File: src/rtl/mem_layout_pkg.sv
// Shared type definitions for the DAC interface path.
// dac_mode_t      : generator mode carried by PS commands and reported on cur_mode.
// dac_seq_state_t : dac_mode_sequencer FSM state, exported on seq_state for the ILA.
package mem_layout_pkg;

  typedef enum logic [1:0] {
    MODE_IDLE  = 2'b00,
    MODE_SHIFT = 2'b01,
    MODE_TRIG  = 2'b10,
    MODE_PWL   = 2'b11
  } dac_mode_t;

  typedef enum logic [2:0] {
    SEQ_IDLE      = 3'd0,
    SEQ_RESET_GEN = 3'd1,
    SEQ_WAIT_RDY  = 3'd2,
    SEQ_RUN       = 3'd3,
    SEQ_DRAIN     = 3'd4
  } dac_seq_state_t;

endpackage

File: src/rtl/dac_mode_sequencer.sv
// dac_mode_sequencer
// Moves sample_gen between modes on dac_clk. A new mode is entered by draining
// the in-flight batch pipeline, pulsing gen_rst, waiting for dac0_rdy and then
// raising exactly one run_* enable.
// Ports:
//   dac_clk, dac_rstn           clock, asynchronous active-low reset
//   cmd_mode/cmd_valid/cmd_ready mode command handshake (00 idle,01 shift,10 trig,11 pwl)
//   halt                        level, stops the generator, beats commands
//   dac0_rdy                    DAC tile ready
//   pwl_loaded                  PWL table holds a complete waveform
//   gen_batch_valid             sample_gen output valid (pipeline occupancy)
//   err_clear                   pulse, clears sticky errors
//   run_shift_regs/run_trig_wav/run_pwl  generator enables (one-hot or zero)
//   gen_rst                     synchronous reset to sample_gen
//   cur_mode                    running mode, 00 unless in RUN
//   seq_state                   FSM state for debug
//   err_pwl_empty, err_timeout  sticky error flags
module dac_mode_sequencer #(
  parameter int unsigned DRAIN_CYCLES = 8,
  parameter int unsigned RST_CYCLES   = 4,
  parameter int unsigned TIMEOUT      = 1024
) (
  input  logic       dac_clk,
  input  logic       dac_rstn,
  input  logic [1:0] cmd_mode,
  input  logic       cmd_valid,
  output logic       cmd_ready,
  input  logic       halt,
  input  logic       dac0_rdy,
  input  logic       pwl_loaded,
  input  logic       gen_batch_valid,
  input  logic       err_clear,
  output logic       run_shift_regs,
  output logic       run_trig_wav,
  output logic       run_pwl,
  output logic       gen_rst,
  output logic [1:0] cur_mode,
  output logic [2:0] seq_state,
  output logic       err_pwl_empty,
  output logic       err_timeout
);
  import mem_layout_pkg::*;

  localparam int unsigned CW = $clog2(TIMEOUT + 1);
  localparam logic [CW-1:0] RST_LAST   = CW'(RST_CYCLES - 1);
  localparam logic [CW-1:0] TIMER_LAST = CW'(TIMEOUT - 1);
  localparam logic [CW-1:0] QUIET_LAST = CW'(DRAIN_CYCLES - 1);

  dac_seq_state_t state_q, state_d;
  dac_mode_t      target_q, target_d;
  logic [CW-1:0]  timer_q, timer_d;
  logic [CW-1:0]  quiet_q, quiet_d;
  logic [2:0]     run_q, run_d;
  logic           gen_rst_q, gen_rst_d;
  dac_mode_t      cur_mode_q, cur_mode_d;
  logic           ready_q, ready_d;
  logic           err_pwl_q, err_pwl_d;
  logic           err_to_q, err_to_d;

  logic           accept;
  logic           pwl_set;
  logic           to_set;
  dac_mode_t      cmd_m;

  function automatic logic [CW-1:0] sat_inc(input logic [CW-1:0] v);
    return (v == '1) ? v : v + 1'b1;
  endfunction

  // cmd_ready is registered, so it can still read 1 in the first cycle halt
  // rises; gating acceptance with the live halt keeps halt's priority.
  assign accept = cmd_valid & ready_q & ~halt;
  assign cmd_m  = dac_mode_t'(cmd_mode);

  always_comb begin
    state_d  = state_q;
    target_d = target_q;
    timer_d  = sat_inc(timer_q);
    quiet_d  = quiet_q;
    pwl_set  = 1'b0;
    to_set   = 1'b0;

    unique case (state_q)
      SEQ_IDLE: begin
        timer_d = '0;
        if (accept && cmd_m != MODE_IDLE) begin
          if (cmd_m == MODE_PWL && !pwl_loaded) begin
            pwl_set = 1'b1;
          end else begin
            target_d = cmd_m;
            state_d  = SEQ_RESET_GEN;
          end
        end
      end
      SEQ_RESET_GEN: begin
        if (halt) begin
          state_d  = SEQ_IDLE;
          target_d = MODE_IDLE;
        end else if (timer_q == RST_LAST) begin
          state_d = SEQ_WAIT_RDY;
          timer_d = '0;
        end
      end
      SEQ_WAIT_RDY: begin
        if (halt) begin
          state_d  = SEQ_IDLE;
          target_d = MODE_IDLE;
        end else if (dac0_rdy) begin
          state_d = SEQ_RUN;
        end else if (timer_q == TIMER_LAST) begin
          to_set   = 1'b1;
          state_d  = SEQ_IDLE;
          target_d = MODE_IDLE;
        end
      end
      SEQ_RUN: begin
        timer_d = '0;
        quiet_d = '0;
        if (halt) begin
          target_d = MODE_IDLE;
          state_d  = SEQ_DRAIN;
        end else if (accept && cmd_m != target_q) begin
          if (cmd_m == MODE_PWL && !pwl_loaded) begin
            pwl_set = 1'b1;
          end else begin
            target_d = cmd_m;
            state_d  = SEQ_DRAIN;
          end
        end
      end
      SEQ_DRAIN: begin
        if (halt) target_d = MODE_IDLE;
        quiet_d = gen_batch_valid ? '0 : sat_inc(quiet_q);
        // A completed drain takes precedence over a timeout on the same cycle.
        if (!gen_batch_valid && quiet_q == QUIET_LAST) begin
          state_d = (target_d == MODE_IDLE) ? SEQ_IDLE : SEQ_RESET_GEN;
          timer_d = '0;
        end else if (timer_q == TIMER_LAST) begin
          to_set   = 1'b1;
          state_d  = SEQ_IDLE;
          target_d = MODE_IDLE;
        end
      end
      default: begin
        state_d  = SEQ_IDLE;
        target_d = MODE_IDLE;
      end
    endcase

    // Outputs are decoded from the next state so the registered copies
    // track the held state with no extra cycle of lag.
    run_d = '0;
    if (state_d == SEQ_RUN) begin
      unique case (target_d)
        MODE_SHIFT: run_d[0] = 1'b1;
        MODE_TRIG:  run_d[1] = 1'b1;
        MODE_PWL:   run_d[2] = 1'b1;
        default:    run_d    = '0;
      endcase
    end
    gen_rst_d  = (state_d == SEQ_RESET_GEN);
    cur_mode_d = (state_d == SEQ_RUN) ? target_d : MODE_IDLE;
    ready_d    = (state_d == SEQ_IDLE || state_d == SEQ_RUN) && !halt;
    err_pwl_d  = pwl_set | (err_pwl_q & ~err_clear);
    err_to_d   = to_set  | (err_to_q  & ~err_clear);
  end

  always_ff @(posedge dac_clk or negedge dac_rstn) begin
    if (!dac_rstn) begin
      state_q    <= SEQ_IDLE;
      target_q   <= MODE_IDLE;
      timer_q    <= '0;
      quiet_q    <= '0;
      run_q      <= '0;
      gen_rst_q  <= 1'b0;
      cur_mode_q <= MODE_IDLE;
      ready_q    <= 1'b0;
      err_pwl_q  <= 1'b0;
      err_to_q   <= 1'b0;
    end else begin
      state_q    <= state_d;
      target_q   <= target_d;
      timer_q    <= timer_d;
      quiet_q    <= quiet_d;
      run_q      <= run_d;
      gen_rst_q  <= gen_rst_d;
      cur_mode_q <= cur_mode_d;
      ready_q    <= ready_d;
      err_pwl_q  <= err_pwl_d;
      err_to_q   <= err_to_d;
    end
  end

  assign cmd_ready      = ready_q;
  assign run_shift_regs = run_q[0];
  assign run_trig_wav   = run_q[1];
  assign run_pwl        = run_q[2];
  assign gen_rst        = gen_rst_q;
  assign cur_mode       = cur_mode_q;
  assign seq_state      = state_q;
  assign err_pwl_empty  = err_pwl_q;
  assign err_timeout    = err_to_q;

endmodule

File: config.mk
export PLATFORM = sky130hd
export DESIGN_NAME = dac_mode_sequencer
export DESIGN_NICKNAME = d
export VERILOG_FILES = /design/src/rtl/mem_layout_pkg.sv /design/src/rtl/dac_mode_sequencer.sv
export SDC_FILE = /design/constraint.sdc
export NUM_CORES = 1
export LEC_CHECK = 0
export CAP_MARGIN = 20
export CORE_MARGIN = 3
export CORE_UTILIZATION = 50
export DETAILED_ROUTE_END_ITERATION = 10
export PLACE_DENSITY = 0.85
export SETUP_SLACK_MARGIN = 0.1
export SLEW_MARGIN = 20
export SYNTH_ARGS = -nofsm -noshare
export SYNTH_HDL_FRONTEND = slang
export SYNTH_SLANG_ARGS = --single-unit
File: constraint.sdc
create_clock -name dac_clk -period 1.9 [get_ports dac_clk]
set_input_delay 0.19 -clock dac_clk [delete_from_list [all_inputs] [get_ports dac_clk]]
set_output_delay 0.19 -clock dac_clk [all_outputs]
set_load 0.02 [all_outputs]
# Yosys cells after proc, flatten, opt, wreduce, memory -nomap -nowiden
# Index checks and enable logic that the tools add are counted.
# totals
ff_bits,36
output_inout_bits,12
word_cells,101
# op_classes
n_addsub,2
n_eq_ne,17
muxes,48
bitwise,8
reduce_logical,16
# op_table
cell,n
11-bit 2-to-1 mux,6
3-bit 2-to-1 mux,12
11-bit one-hot mux with 3 select lines,1
2-bit 2-to-1 mux,12
11-bit by 1-bit adder with 11-bit output (second input constant),2
11-bit equality test (second input constant),2
11-bit one-hot mux with 2 select lines,1
3-bit one-hot mux with 5 select lines,1
1-bit 2-to-1 mux,12
11-bit by 10-bit equality test with 1-bit output (second input constant),1
11-bit by 2-bit equality test with 1-bit output (second input constant),1
11-bit by 3-bit equality test with 1-bit output (second input constant),1
2-bit one-hot mux with 5 select lines,1
3-bit by 2-bit equality test with 1-bit output (second input constant),3
2-bit equality test (second input constant),3
3-bit by 1-bit equality test with 1-bit output (second input constant),2
3-bit zero test,2
1-bit logical AND,5
1-bit bitwise AND,4
1-bit one-hot mux with 2 select lines,2
2-bit nonzero test,2
3-bit equality test (second input constant),1
1-bit zero test,3
3-bit inequality test (second input constant),1
other kinds (8),10

# Depth between registers and ports, before layout
# Gate-level depths: netlist of the first run.
# logic_depth
depth_word,9
ltp_mapped,7
mapped_depth_nobuf,6

# Worst setup path after synthesis of the first run
# OpenSTA, ideal clock, no wires.
# synth_timing
path_kind,register to register
from,register timer_q[0]
to,register timer_q[5]
setup_time_ps,132
t_arrival_ps,1755
t_required_ps,1768
slack_ps,13
stages_incl_launch_ff,8
n_path_buf,1
synth_period_minus_slack_ps,1887
path_cell_list,dfrtp_1 -> ha_1 -> nand3_1 -> or4_2 -> buf_2 -> nand4_1 -> xor2_1 -> nor2_1
# synth_via
elab_chain_cells,5
elab_cells_between_ends,8
classes_between,add/sub (1); eq/ne (2); mux (5)
# synth_lines
element,line_no,source
start: declaration,dac_mode_sequencer.sv:51,"logic [CW-1:0] timer_q, timer_d;"
start signal: assignment,dac_mode_sequencer.sv:182,timer_q <= timer_d;
11-bit by 1-bit adder with 11-bit output / 11-bit equality test (equally long branches),dac_mode_sequencer.sv:66,return (v == '1) ? v : v + 1'b1;
11-bit 2-to-1 mux,dac_mode_sequencer.sv:66,
11-bit 2-to-1 mux,dac_mode_sequencer.sv:98,end else if (timer_q == RST_LAST) begin
11-bit 2-to-1 mux,dac_mode_sequencer.sv:95,if (halt) begin
11-bit one-hot mux with 3 select lines *,dac_mode_sequencer.sv:82,unique case (state_q)
via timer_d[5],dac_mode_sequencer.sv:51,
# Mark *: on every way through the listed nets, which the timed path passes. The rest lies on a longest branch.
# A chain may end at the register's enable or synchronous reset.

# Worst setup path in the final report of the first run
# layout_timing
from,register timer_q[1]
to,register run_q[1]
# layout_via
elab_chain_cells,8
elab_cells_between_ends,19
classes_between,eq/ne (4); mux (15)
# layout_lines
element,line_no,source
11-bit by 10-bit equality test with 1-bit output,"dac_mode_sequencer.sv:109, dac_mode_sequencer.sv:137",
2-bit 2-to-1 mux,dac_mode_sequencer.sv:109,end else if (timer_q == TIMER_LAST) begin
2-bit 2-to-1 mux,dac_mode_sequencer.sv:107,end else if (dac0_rdy) begin
2-bit 2-to-1 mux,dac_mode_sequencer.sv:104,if (halt) begin
2-bit one-hot mux with 5 select lines,dac_mode_sequencer.sv:82,
2-bit equality test,dac_mode_sequencer.sv:153,unique case (target_d)
1-bit 2-to-1 mux,dac_mode_sequencer.sv:153,
3-bit 2-to-1 mux *,dac_mode_sequencer.sv:152,if (state_d == SEQ_RUN) begin
via run_d[1],dac_mode_sequencer.sv:53,"logic [2:0] run_q, run_d;"
end signal: assignment,dac_mode_sequencer.sv:184,run_q <= run_d;
end: declaration,dac_mode_sequencer.sv:53,
# Marks and branches as above.

==> results by group, run 1 <==
Run status
  • Status: finished, violations left
  • Violated checks: setup timing

Critical path
  • Worst-path fanout max: 4
  • FF-to-FF path depth: 6
  • Type of origin of the critical path: flop
  • Bufs and invs on worst path: 0
  • Crit path required time: 2090 ps
  • Slowest cell on the critical path: or3_4
  • Worst EP arrival: 2120 ps
  • CP cell instances: ha_4 > nand3_4 > or3_4 > o31ai_4 > nand3_2 > a2111oi_4
  • R2R Setup Slk: -20 ps
  • WS Path Type: flop to flop
  • Biggest cell delay along the critical path: 420 ps
  • Cell depth of the worst setup path: 6
  • CP endpoint kind: flop
  • CP startpoint: timer_q[1]
  • CP endpoint: run_q[1]
  • Crit Reg-Reg Endpoint: run_q[1]
  • RR Startpoint: timer_q[1]
  • Worst path top cell family by delay: simple AND/OR/NAND/NOR gates

Detailed routing
  • WL final: 5360 um
  • Remaining antenna violation count after routing: 0
  • DR vias: 1944
  • First-pass DRT Iterations: 5
  • Number of remaining DRC errors: 0
  • Initial DRC count: 169
  • Vias/cell: a little over 6
  • Routed WL per cell: 16.9 um

Cells and area
  • Fill count: 259
  • Final Net Count: 281
  • Area growth syn-to-layout: 33.7%
  • Layout cells sized above 1: 25.9%
  • # diodes: 0

Global routing
  • GR Util All Layers: 22.1%
  • Vias in the first global route: slightly below 2000
  • Initial antenna violation count: 0
  • Largest net degree at the start of global routing: 37
  • First-pass GRT wire length: a little under 9000 um
  • Grt total ovfl: 0

Floorplan
  • Die W: 69.7 um
  • Die Area: 4860 um2
  • # IOs: 22
  • Initial Utilization: 53.8%
  • FP Rows: 22
  • Core Region: 3770 um2
  • Die H: 69.7 um

Yosys
  • Post-synth EDFFs: 0
  • Synth area leader: dfrtp_1
  • Synth async-reset ratio: 100%
  • Syn avg cell area: 9.35 um2
  • Synth top area cells: dfrtp_1, nor2_1, o21ai_0
  • Synth cell count leaders: dfrtp_1, nor2_1, o21ai_0, nand2_1
  • Post-Synthesis Cell Area: 2030 um2
  • Register bit count reported by yosys: 36
  • Syn_nets: ~230
  • Cell count after synthesis: 217
  • Yosys warns: 0
  • Unique cell type count in the Yosys netlist: 55
  • Seq/Total Area, Yosys: 44.4%
  • Top-count cell post-synth: dfrtp_1
  • Synth top area share: 44.4%
  • Synth Flop Type: dfrtp_1

Timing
  • Final WS setup: -21.7 ps
  • Fin. max-slew vios: 0
  • Final worst path period share: 101%
  • Final hold viol count: 0
  • Fmax: 0.520 GHz
  • Minimum clock period: 1920 ps
  • RSZ-0062 raised after global routing: true
  • Worst-margin pin slew: 457 ps
  • Setup Viol. Count Final: 2
  • Worst rel slew slack: 69.5%
  • Setup Skew: between 10 and 15 ps
  • Worst hold slack: 313 ps

Placed design
  • Port Buffers: 21
  • Routability Congestion: 0.903
  • Post-DP HPWL: 3570 um
  • Worst Setup Slack post-DPL: -91.1 ps

Clock network
  • Inserted Clock Buffers: 5
  • CTS Hold Bufs: 0
  • Clk Tree Root Cell: clkbuf_8
  • CTS clk-pin slew, worst paths: 80 ps
  • CTS Buffer Depth: 2
  • CTS tree: built
  • Clock Sinks: 36
  • H-tree Lvls: 2
  • Clock latency on the worst-skew pair: 300 ps

Power and ir drop
  • Pwr Density: 935 nW/um2
  • Lkg Pwr: 1.19 nW
  • VDD IR max: 0.615 mV
  • Total power: 2.54 mW

Hold path
  • Hold WC Path Type: input port to async pin

Job
  • Max-cap violations: 0
logic make-up after synthesis:
kind of cell / count (synthesis) / synth area share [%]
compound gates: 58 / 20.4
xor+xnor: 14 / 6.05
flops: 36 / 44.4
simple gates: 92 / 24.7
buf+inv: 14 / 2.65
fa+ha+maj: 2 / 1.23
mux: 1 / 0.494
area by class of cell:
type / count / area, um2 / area share [%]
clock buffer: 5 / 68.8 / 2.54
clock inverter: 3 / 42.5 / 1.57
tap: 48 / 60.1 / 2.22
timing repair buffer: 52 / 443 / 16.3
sequential: 36 / 906 / 33.4
inverter: 7 / 26.3 / 0.969
multi-input combinational: 167 / 1160 / 43.0
where the power goes:
group / internal, mW / switching, mW
clock: 0.388 / 0.286
sequential: 0.912 / 0.181
combinational: 0.396 / 0.373
total: 1.70 / 0.840
cells in the final DEF (no fill, tap or decap), types with 3 or more instances in the layout:
cell / count
dfrtp_1: 32
buf_4: 31
nor2_1: 25
clkdlybuf4s50_1: 21
o21ai_0: 17
nand2_1: 14
a21oi_1: 9
nand3_1: 8
xnor2_1: 8
inv_1: 7
and3_1: 7
xor2_1: 6
clkbuf_8: 5
o41ai_1: 4
dfrtp_2: 4
and3b_1: 3
nand3b_1: 3
o211ai_1: 3
nand4_1: 3
worst min path at each step:
stage | from | end | slack [ps] | cells past startpoint
after floorplan | dac_rstn | cmd_ready | -110 | 0
after global placement | err_timeout | err_timeout | 490 | 1
after detailed placement | err_timeout | err_timeout | 490 | 1
after CTS | dac_rstn | cur_mode[1] | 330 | 2
after global routing | dac_rstn | run_q[2] | 360 | 2
final | dac_rstn | cur_mode[1] | 310 | 2
flip-flops by register name (all words and copies together), names as in the netlist:
signal and count:
cmd_ready 1, gen_rst 1, timer_q 11, err_timeout 1, seq_state 3, err_pwl_empty 1
quiet_q 11, target_q 2, cur_mode 2, run_q 3
per-stage QoR:
stage	std cells	util, %	instance area (um2)	setup TNS [ps]
2_1_floorplan	217	-	2050	0
3_3_place_gp	306	66.0	2490	-51.2
3_5_place_dp	306	66.0	2490	-192
4_1_cts	315	69.7	2630	0
5_1_grt	318	71.9	2710	-183
6_report	318	71.9	2710	-31.8
routing by layer:
layer | share of wire [%] | GRT usage, % | up-vias | wire (um)
met5 | 0 | 0 | - | 0
met4 | 3.4 | 10.6 | 0 | 181
met3 | 5.5 | 5.22 | 19 | 297
met2 | 48 | 36.1 | 77 | 2590
met1 | 43 | 27.4 | 941 | 2290
li1 | - | - | 907 | -
timing repair:
action	CTS	global route
buffers inserted	1	3
hold endpoints to repair	0	0
pin swaps	2	13
gates resized for setup	6	11
endpoints found under the setup margin	23	26
Power figures use the tool's default switching activity.
==> run 2, diff against run 1 <==
--- a/config.mk
+++ b/config.mk
@@ -10,7 +10,7 @@
 export CORE_UTILIZATION = 50
 export DETAILED_ROUTE_END_ITERATION = 10
 export PLACE_DENSITY = 0.85
-export SETUP_SLACK_MARGIN = 0.1
+export SKIP_LAST_GASP = 1
 export SLEW_MARGIN = 20
 export SYNTH_ARGS = -nofsm -noshare
 export SYNTH_HDL_FRONTEND = slang
==> results by group, run 2 (synthesized netlist as in run 1, its figures left out) <==
Power and ir drop
  • Pwr Density: 883 nW/um2
  • Lkg Pwr: 1.27 nW
  • VDD IR max: 0.735 mV

Cells and area
  • Final Net Count: between 200 and 300
  • Commonest non-fill, non-tap cell in the layout: buf_4
  • Post-Layout Cell Count: 331
  • Largest regs: quiet_q x11, timer_q x11
  • Layout cells sized above 1: 31.1%
  • Sequential cell area: 906 um2
  • # diodes: 0
  • Multi-input gate area: 1220 um2
  • Area growth syn-to-layout: 41.1%
  • Fill count: about 260
  • Most frequent cells in the layout: buf_4, dfrtp_1, nor2_1

Critical path
  • Worst-path fanout max: 5
  • Crit path required time: 2070 ps
  • RR Startpoint: timer_q[5]
  • Crit Reg-Reg Endpoint: cmd_ready
  • CP endpoint kind: flop
  • Worst EP arrival: 2050 ps
  • WS Path Type: flop to flop
  • Type of origin of the critical path: flop
  • FF-to-FF path depth: 5
  • R2R Setup Slk: about 21 ps

Detailed routing
  • DR vias: 1915
  • Routed WL per cell: 15.8 um
  • First-pass DRT Iterations: 4
  • Number of remaining DRC errors: 0
  • Vias/cell: about 5.8
  • Remaining antenna violation count after routing: 0
  • WL final: ~5200 um
  • Initial DRC count: 266

Timing
  • Setup Viol. Count Final: 0
  • Minimum clock period: between 1500 and 2000 ps
  • Setup TNS: 0 ps
  • Worst-margin pin slew: roughly 450 ps
  • Setup Skew: 5.88 ps
  • Final worst path period share: 98.9%
  • Final hold viol count: 0
  • Fin. max-slew vios: 0
  • RSZ-0062 raised after global routing: true
  • Fmax: 0.532 GHz
  • Worst rel slew slack: 70.2%

Floorplan
  • Initial Utilization: 53.8%
  • FP Rows: 22
  • # IOs: 22
  • Die W: approximately 70 um
  • Core Region: 3770 um2
  • Die Area: 4860 um2
  • Die H: about 70 um

Clock network
  • CTS tree: built
  • Inserted Clock Buffers: 5
  • Clock Sinks: 36
  • CTS Buffer Depth: 2
  • Clk Tree Root Cell: clkbuf_8
  • CTS Hold Bufs: 0
  • Clock latency on the worst-skew pair: between 200 and 300 ps
  • H-tree Lvls: 2
  • CTS clk-pin slew, worst paths: 70 ps

Hold path
  • Hold WC Path Type: input port to async pin

Global routing
  • Grt total ovfl: 0
  • GR Util All Layers: 21.9%
  • Largest net degree at the start of global routing: 37
  • First-pass GRT wire length: between 8000 and 9000 um
  • Initial antenna violation count: 0
  • Vias in the first global route: 1815

Placed design
  • Routability Congestion: between 0.9 and 1
  • Post-DP HPWL: 3660 um
  • Port Buffers: 21
  • Placed Instances: 316

Run status
  • Status: completed

Job
  • Max-cap violations: 0
run 2: area by class of cell:
| type | count | share of cell area (%) |
|---|---|---|
| timing repair buffer | 65 | 19.3 |
| clock inverter | 2 | 0.525 |
| clock buffer | 6 | 2.89 |
| inverter | 7 | 0.918 |
| multi-input combinational | 167 | 42.6 |
| tap | 48 | 2.10 |
| sequential | 36 | 31.7 |
run 2: worst max path at each step:
stage,slack [ps],to,cells after the start,start
floorplan,10,timer_q[5],7,timer_q[0]
global placement,-50,run_q[1],6,dac0_rdy
detailed placement,-130,cmd_ready,6,timer_q[1]
CTS,-20,run_q[1],7,timer_q[1]
global route,-30,cmd_ready,5,timer_q[5]
finish,20,cmd_ready,5,timer_q[5]
run 2: power breakdown:
group	switching, mW	internal (mW)
logic	0.423	0.467
clock network	0.279	0.293
registers	0.162	0.903
total	0.864	1.66
run 2: critical path, cell delays in order (launching register included):
cell and delay (ps):
dfrtp_2 450, nand4_4 170, or3_4 440, o21ai_2 140
o311ai_2 150, o41ai_2 410
run 2: stage by stage:
stage                     area, um2  total power, mW  hold slack (ps)  util [%]  worst slack, ps
after floorplan                2030             1.45             -106         -             12.7
after global placement         2560             1.74              479      67.9            -47.6
after detailed placement       2560             1.78              510      67.9             -126
after CTS                      2720             2.39              348      72.0            -18.1
after global routing           2860             2.69              373      75.9            -33.7
final                          2860             2.53              336      75.9             21.1
run 2: routing by layer:
metal  vias to the layer above  wire (um)  track usage [%]  share of wire [%]
met4                         0         83             3.83                1.6
met3                        10        257             5.07                4.9
li1                        926          -                -                  -
met5                         -          0                0                  0
met1                       928       2330             31.1                 45
met2                        51       2560             34.7                 49
run 2: what timing repair did:
action,in CTS,in global routing
gates cloned,0,0
buffers inserted,2,5
gates resized for setup,10,20
pin swaps,4,5
setup endpoints to repair,12,24
